File: src/rtl/scaler_line_scheduler.sv
// Read-side line scheduler for the nearest-neighbour scaler's ring-buffer BRAM.
// Define SCALER_SCHED_STALL_CNT_EN to add the stall_cycles WAIT_LINE cycle counter.
module scaler_line_scheduler #(
  parameter int C_SRC_IMG_WIDTH  = 640,
  parameter int C_SRC_IMG_HEIGHT = 480,
  parameter int C_DST_IMG_WIDTH  = 1024,
  parameter int C_DST_IMG_HEIGHT = 768,
  parameter int C_X_RATIO        = 40960,
  parameter int C_Y_RATIO        = 40960,
  parameter int C_BUF_LINES_LOG2 = 2,
  parameter int C_ADDR_WIDTH     = 12
) (
  input  logic                    clk_in,
  input  logic                    rst,
  input  logic                    src_frame_start,
  input  logic                    src_line_done,
  output logic                    src_stall,
  input  logic                    dst_ready,
  output logic                    rd_en,
  output logic [C_ADDR_WIDTH-1:0] rd_addr,
  output logic                    post_img_vsync,
  output logic                    post_img_href,
  output logic                    frame_done
`ifdef SCALER_SCHED_STALL_CNT_EN
  ,
  output logic [15:0]             stall_cycles
`endif
);

  localparam int          COL_W     = C_ADDR_WIDTH - C_BUF_LINES_LOG2;
  localparam logic [10:0] SRC_H_MAX = 11'(C_SRC_IMG_HEIGHT);
  localparam logic [11:0] SY_LIM    = 12'(C_SRC_IMG_HEIGHT - 1);
  localparam logic [11:0] SX_LIM    = 12'(C_SRC_IMG_WIDTH - 1);
  localparam logic [15:0] X_LAST    = 16'(C_DST_IMG_WIDTH - 1);
  localparam logic [15:0] Y_LAST    = 16'(C_DST_IMG_HEIGHT - 1);
  localparam logic [26:0] X_STEP    = 27'(C_X_RATIO);
  localparam logic [26:0] Y_STEP    = 27'(C_Y_RATIO);
  localparam logic [11:0] BUF_LINES = 12'(1 << C_BUF_LINES_LOG2);

  typedef enum logic [2:0] {
    S_IDLE,
    S_CALC,
    S_WAIT_LINE,
    S_ROW,
    S_ROW_END,
    S_DONE
  } state_t;

  state_t      state;
  logic [10:0] lines_wr;
  logic [26:0] y_acc;
  logic [26:0] x_acc;
  logic [15:0] y_cnt;
  logic [15:0] x_cnt;
  logic [10:0] sy_p0;

  // acc_hi is accumulator bits [26:15]: integer part plus the half bit for rounding.
  function automatic logic [10:0] round_sat(input logic [11:0] acc_hi, input logic [11:0] lim);
    logic [11:0] r;
    r = {1'b0, acc_hi[11:1]} + {11'd0, acc_hi[0]};
    return (r > lim) ? lim[10:0] : r[10:0];
  endfunction

  assign src_stall = (state != S_IDLE) && ({1'b0, lines_wr} >= ({1'b0, sy_p0} + BUF_LINES));

  always_ff @(posedge clk_in) begin
    if (rst) begin
      lines_wr <= '0;
    end else if (src_frame_start) begin
      lines_wr <= '0;
    end else if (src_line_done && (lines_wr != SRC_H_MAX)) begin
      lines_wr <= lines_wr + 11'd1;
    end
  end

  always_ff @(posedge clk_in) begin
    if (rst) begin
      state          <= S_IDLE;
      y_acc          <= '0;
      x_acc          <= '0;
      y_cnt          <= '0;
      x_cnt          <= '0;
      sy_p0          <= '0;
      rd_en          <= 1'b0;
      rd_addr        <= '0;
      post_img_href  <= 1'b0;
      post_img_vsync <= 1'b0;
      frame_done     <= 1'b0;
    end else begin
      frame_done    <= 1'b0;
      post_img_href <= rd_en;
      // vsync opens with the first pixel and closes when a fresh frame (or abort) recalculates row 0
      if (rd_en) begin
        post_img_vsync <= 1'b1;
      end else if ((state == S_CALC) && (y_cnt == '0)) begin
        post_img_vsync <= 1'b0;
      end

      if (src_frame_start) begin
        state <= S_CALC;
        y_acc <= '0;
        y_cnt <= '0;
        x_acc <= '0;
        x_cnt <= '0;
        sy_p0 <= '0;
        rd_en <= 1'b0;
      end else begin
        case (state)
          S_IDLE: begin
          end
          S_CALC: begin
            sy_p0 <= round_sat(y_acc[26:15], SY_LIM);
            state <= S_WAIT_LINE;
          end
          S_WAIT_LINE: begin
            if ((lines_wr > sy_p0) && dst_ready) begin
              rd_en   <= 1'b1;
              rd_addr <= {sy_p0[C_BUF_LINES_LOG2-1:0], {COL_W{1'b0}}};
              x_acc   <= X_STEP;
              x_cnt   <= '0;
              state   <= S_ROW;
            end
          end
          S_ROW: begin
            // x_acc already holds the accumulator for the next column
            if (x_cnt == X_LAST) begin
              rd_en <= 1'b0;
              state <= S_ROW_END;
            end else begin
              rd_addr <= {sy_p0[C_BUF_LINES_LOG2-1:0], COL_W'(round_sat(x_acc[26:15], SX_LIM))};
              x_acc   <= x_acc + X_STEP;
              x_cnt   <= x_cnt + 16'd1;
            end
          end
          S_ROW_END: begin
            y_cnt <= y_cnt + 16'd1;
            y_acc <= y_acc + Y_STEP;
            if (y_cnt == Y_LAST) begin
              frame_done     <= 1'b1;
              post_img_vsync <= 1'b0;
              state          <= S_DONE;
            end else begin
              state <= S_CALC;
            end
          end
          S_DONE: begin
            state <= S_IDLE;
          end
          default: begin
            state <= S_IDLE;
          end
        endcase
      end
    end
  end

`ifdef SCALER_SCHED_STALL_CNT_EN
  always_ff @(posedge clk_in) begin
    if (rst || src_frame_start) begin
      stall_cycles <= '0;
    end else if ((state == S_WAIT_LINE) && (stall_cycles != 16'hFFFF)) begin
      stall_cycles <= stall_cycles + 16'd1;
    end
  end
`endif

endmodule

File: config.mk
export PLATFORM = sky130hd
export DESIGN_NAME = scaler_line_scheduler
export DESIGN_NICKNAME = d
export VERILOG_FILES = /design/src/rtl/scaler_line_scheduler.sv
export SDC_FILE = /design/constraint.sdc
export NUM_CORES = 1
export LEC_CHECK = 0
export BUFFER_PORTS_ARGS = -buffer_cell sky130_fd_sc_hd__clkbuf_2
export CAP_MARGIN = 0
export CORE_MARGIN = 2
export CORE_UTILIZATION = 42
export DETAILED_ROUTE_END_ITERATION = 8
export PLACE_DENSITY = 0.64
export RECOVER_POWER = 50
export SLEW_MARGIN = 20
export SYNTH_ARGS = -nofsm -noshare
export SYNTH_HDL_FRONTEND = slang
export SYNTH_SLANG_ARGS = --single-unit
File: constraint.sdc
create_clock -name clk_in -period 3.44 [get_ports clk_in]
set_input_delay 0.688 -clock clk_in [delete_from_list [all_inputs] [get_ports clk_in]]
set_output_delay 0.688 -clock clk_in [all_outputs]
set_load 0.02 [all_outputs]
==> results.md <==
* Rows at 41
* Commonest non-fill, non-tap cells in the layout: dfxtp_1, nand2_1, a21oi_1, nor2_1, ha_1
* Peak supply drop at 238 uV
* Slew of the pin with the lowest slew margin at 1220 ps
* Crit-path max cell delay at 490 ps
* Clock skew at 6.97 ps
* R2R setup slack at 660 ps
* DP HPWL at 8.30 mm
* Total power at 0.00234 W
* WHS Endpoint: rd_addr[6]
* Die area at 13900 um2
* Sequential share of power at 0.505
* Synth Flop Type: dfxtp_1
* Synthesized cell area at 5460 um2
* DRC at 0
* Syn Inst Count at 653
* Int Pwr at 0.00183 W
* Antenna Cells at 0
* Chip width at 118 um
* Worst skew pair latency at 350 ps
* Worst Hold Launch: rd_addr[6]
* Max cap viols at 0
* Clk root buf: clkbuf_16
* Worst Path Buf+Inv at 2
* Antenna Violating Nets Remaining at 0
* WP data required at 2750 ps
* Vias at 4575
* FF-to-FF End: x_acc[26]
* Sink Count at 101
* Area growth, synth to finish at 8.84%
* Syn. warnings at 0
* Core area at 12700 um2
* Hold buffers post-CTS at 0
* Setup TNS at 0 ps
* Synth Area in Compound Gates at 0.166
* Hold path depth at 1
* Share of cells above drive strength 1 at 0.0653
* CP cell instances: inv_1, nor3_2, nand3_1, nor3_2, xnor2_1, ha_1, or4_4, o32a_1, o31ai_1, a211oi_1, buf_2
* Netlist cell types at 61
* CTS Buffer Depth at 2
* TritonCTS Buffers at 9
* Layout Nets at 692
* Most used cell, CP: nor3_2
* Syn Nets at 692
* Syn avg cell area at 8.37 um2
* CTS tree: built
* Vias per cell at 5.51
* Leakage power at 2.00 nW
* Final Setup Violations at 0
* Initial antenna violation count at 0
* Reg2reg start: x_cnt[0]
* EDFF count, synth at 0
* Post-synthesis sequential area ratio at 0.370
* Filler Cell Count at 1234
* Die Y at 118 um
* CTS clk-pin slew, worst paths at 70 ps
* Initial DRT Pass Iterations at 4
* Relative slew slack at 0.184
* First-pass GRT wire length at 19.7 mm
* Final wirelength at 11.6 mm
* Fin crit share at 0.950
* Comb pwr share at 0.036
* Crit. End Element: output pin
* Post-Synth XOR/XNOR Area at 0.0817
* Outcome: finished, final reports clean
* Critical path peak fanout at 4
* Psw at 0.000508 W
* Mux contribution to synthesized area at 0.00572
* Placed cells at 813
* Port Buffers at 21
* Routed WL per cell at 14.0 um
* Initial core utilization at 0.431
* Worst EP arrival at 2580 ps
* Most common cell after layout, fill and taps aside: dfxtp_1
* Reg2reg path depth at 8
* Critical path class: reg -> out
* Overall Global Routing Usage at 0.170
* Placer congestion estimate at 0.810
* Clock network power share at 0.460
* Slowest-stage cell, CP: or4_4
* Adder-Cell Fraction of Synth Area at 0.0779
* Final Hold Viols at 0
* Startpoint types: flop
* IO Count at 22
* Fin cells at 830
* Hold Slack at 477 ps
* Ys async rst share at 0
* Simple-Gate Fraction of Synth Area at 0.252
* Synthesized flop and latch total at 101
* Largest net degree at the start of global routing at 61
* DR iter-0 viols at 306
* Tmin final at 3270 ps
* Cell family with most CP delay: simple AND/OR/NAND/NOR gates
* Grt ovf at 0
* Vias in the first global route at 4204
* H-tree levels at 3
* Switching Fraction at 0.217
* HP Class: reg -> reg
* F_max at 306 MHz
* Final Max Tran Viols at 0
* Power Density at 394 nW/um2
* Largest family of logic cells by synthesized area: simple AND/OR/NAND/NOR gates
[cells in the mapped netlist (3+ instances only)]
cell	instances	area share
or3_1	28	0.032
xnor2_1	24	0.038
ha_1	34	0.078
o21ai_0	19	0.017
inv_1	23	0.016
a22o_1	7	0.011
nand3_1	25	0.023
nor2b_1	4	0.0046
nor4_1	3	0.0034
xor2_1	27	0.043
or4_1	10	0.014
and3_1	9	0.010
a211oi_1	6	0.0082
buf_2	8	0.0073
o31ai_1	9	0.012
or2_2	4	0.0046
a21oi_1	59	0.054
a221oi_1	7	0.011
o21a_1	3	0.0041
and4_1	4	0.0064
nand2b_1	6	0.0069
nand4_1	23	0.026
nor3_1	12	0.011
nand2_1	60	0.041
dfxtp_1	101	0.37
nor2_1	53	0.036
clkbuf_1	21	0.014
o21ai_1	17	0.016
buf_4	4	0.0055
[what timing repair did]
| item | in CTS | in global routing |
|---|---|---|
| buffers inserted | 0 | 1 |
| hold endpoints to repair | 0 | 0 |
| resized for setup | 0 | 7 |
| setup endpoints to repair | 0 | 1 |
[logic make-up after synthesis]
group,count (synthesis)
AOI/OAI and AO/OA,146
adders and majority gates,34
xor gates and xnor gates,51
DFF,101
buffers and inverters,58
muxes,3
and+or+nand+nor,260
[area by class of cell]
cell class | count | area (um2) | share of cell area
clock buffer | 11 | 233 | 0.0391
timing repair buffer | 24 | 104 | 0.0175
inverter | 23 | 86.3 | 0.0145
multi-input combinational | 494 | 3210 | 0.540
sequential | 101 | 2020 | 0.340
clock inverter | 5 | 75.1 | 0.0126
tap | 172 | 215 | 0.0362
[worst register-to-register path: cells and delay by family, from the launching register on]
family / cells / cell delay (ps)
AOI/OAI and AO/OA: 2 / 260
adders and majority gates: 1 / 340
buffers and inverters: 1 / 430
and+or+nand+nor: 4 / 1240
DFF: 1 / 370
[registers in the layout (all words and copies together), names as in the netlist]
register / count
sy_p0: 11
state: 3
x_acc: 14
rd_addr: 12
post_img_href: 1
x_cnt: 16
rd_en: 1
frame_done: 1
y_cnt: 16
y_acc: 14
post_img_vsync: 1
lines_wr: 11
[metrics by stage]
stage	util	cell area [um2]	worst slack, ps
detailed placement	0.445	5640	447
finish	0.469	5950	171
global route	0.469	5950	-37.8
floorplan	-	5460	698
global placement	0.445	5640	521
CTS	0.469	5940	48.1
[layer usage]
metal | global-route usage | vias to the layer above | wire length (um)
met5 | 0 | - | 0
met4 | 0.0745 | 0 | 272
met3 | 0.0281 | 17 | 386
met2 | 0.271 | 76 | 5280
met1 | 0.226 | 2142 | 5700
li1 | - | 2340 | -
[power by group through the flow]
stage	Combinational, W	Clock, W	Sequential (W)
after floorplan	0.0000669	0	0.00121
final	0.0000841	0.00108	0.00118
after global routing	0.0000947	0.00115	0.00118
after CTS	0.0000847	0.00109	0.00118
after global placement	0.0000822	0	0.00121
after detailed placement	0.0000844	0	0.00121
[how the worst max path moves through the flow]
stage	end	cells after the start	slack, ps	start
6_report	src_stall	11	170	sy_p0[2]
3_3_place_gp	src_stall	10	520	sy_p0[2]
2_1_floorplan	src_stall	9	700	sy_p0[2]
3_5_place_dp	src_stall	10	450	sy_p0[2]
4_1_cts	src_stall	10	50	sy_p0[2]
5_1_grt	src_stall	11	-40	sy_p0[2]
No activity file was read; power rests on OpenSTA's default activity.
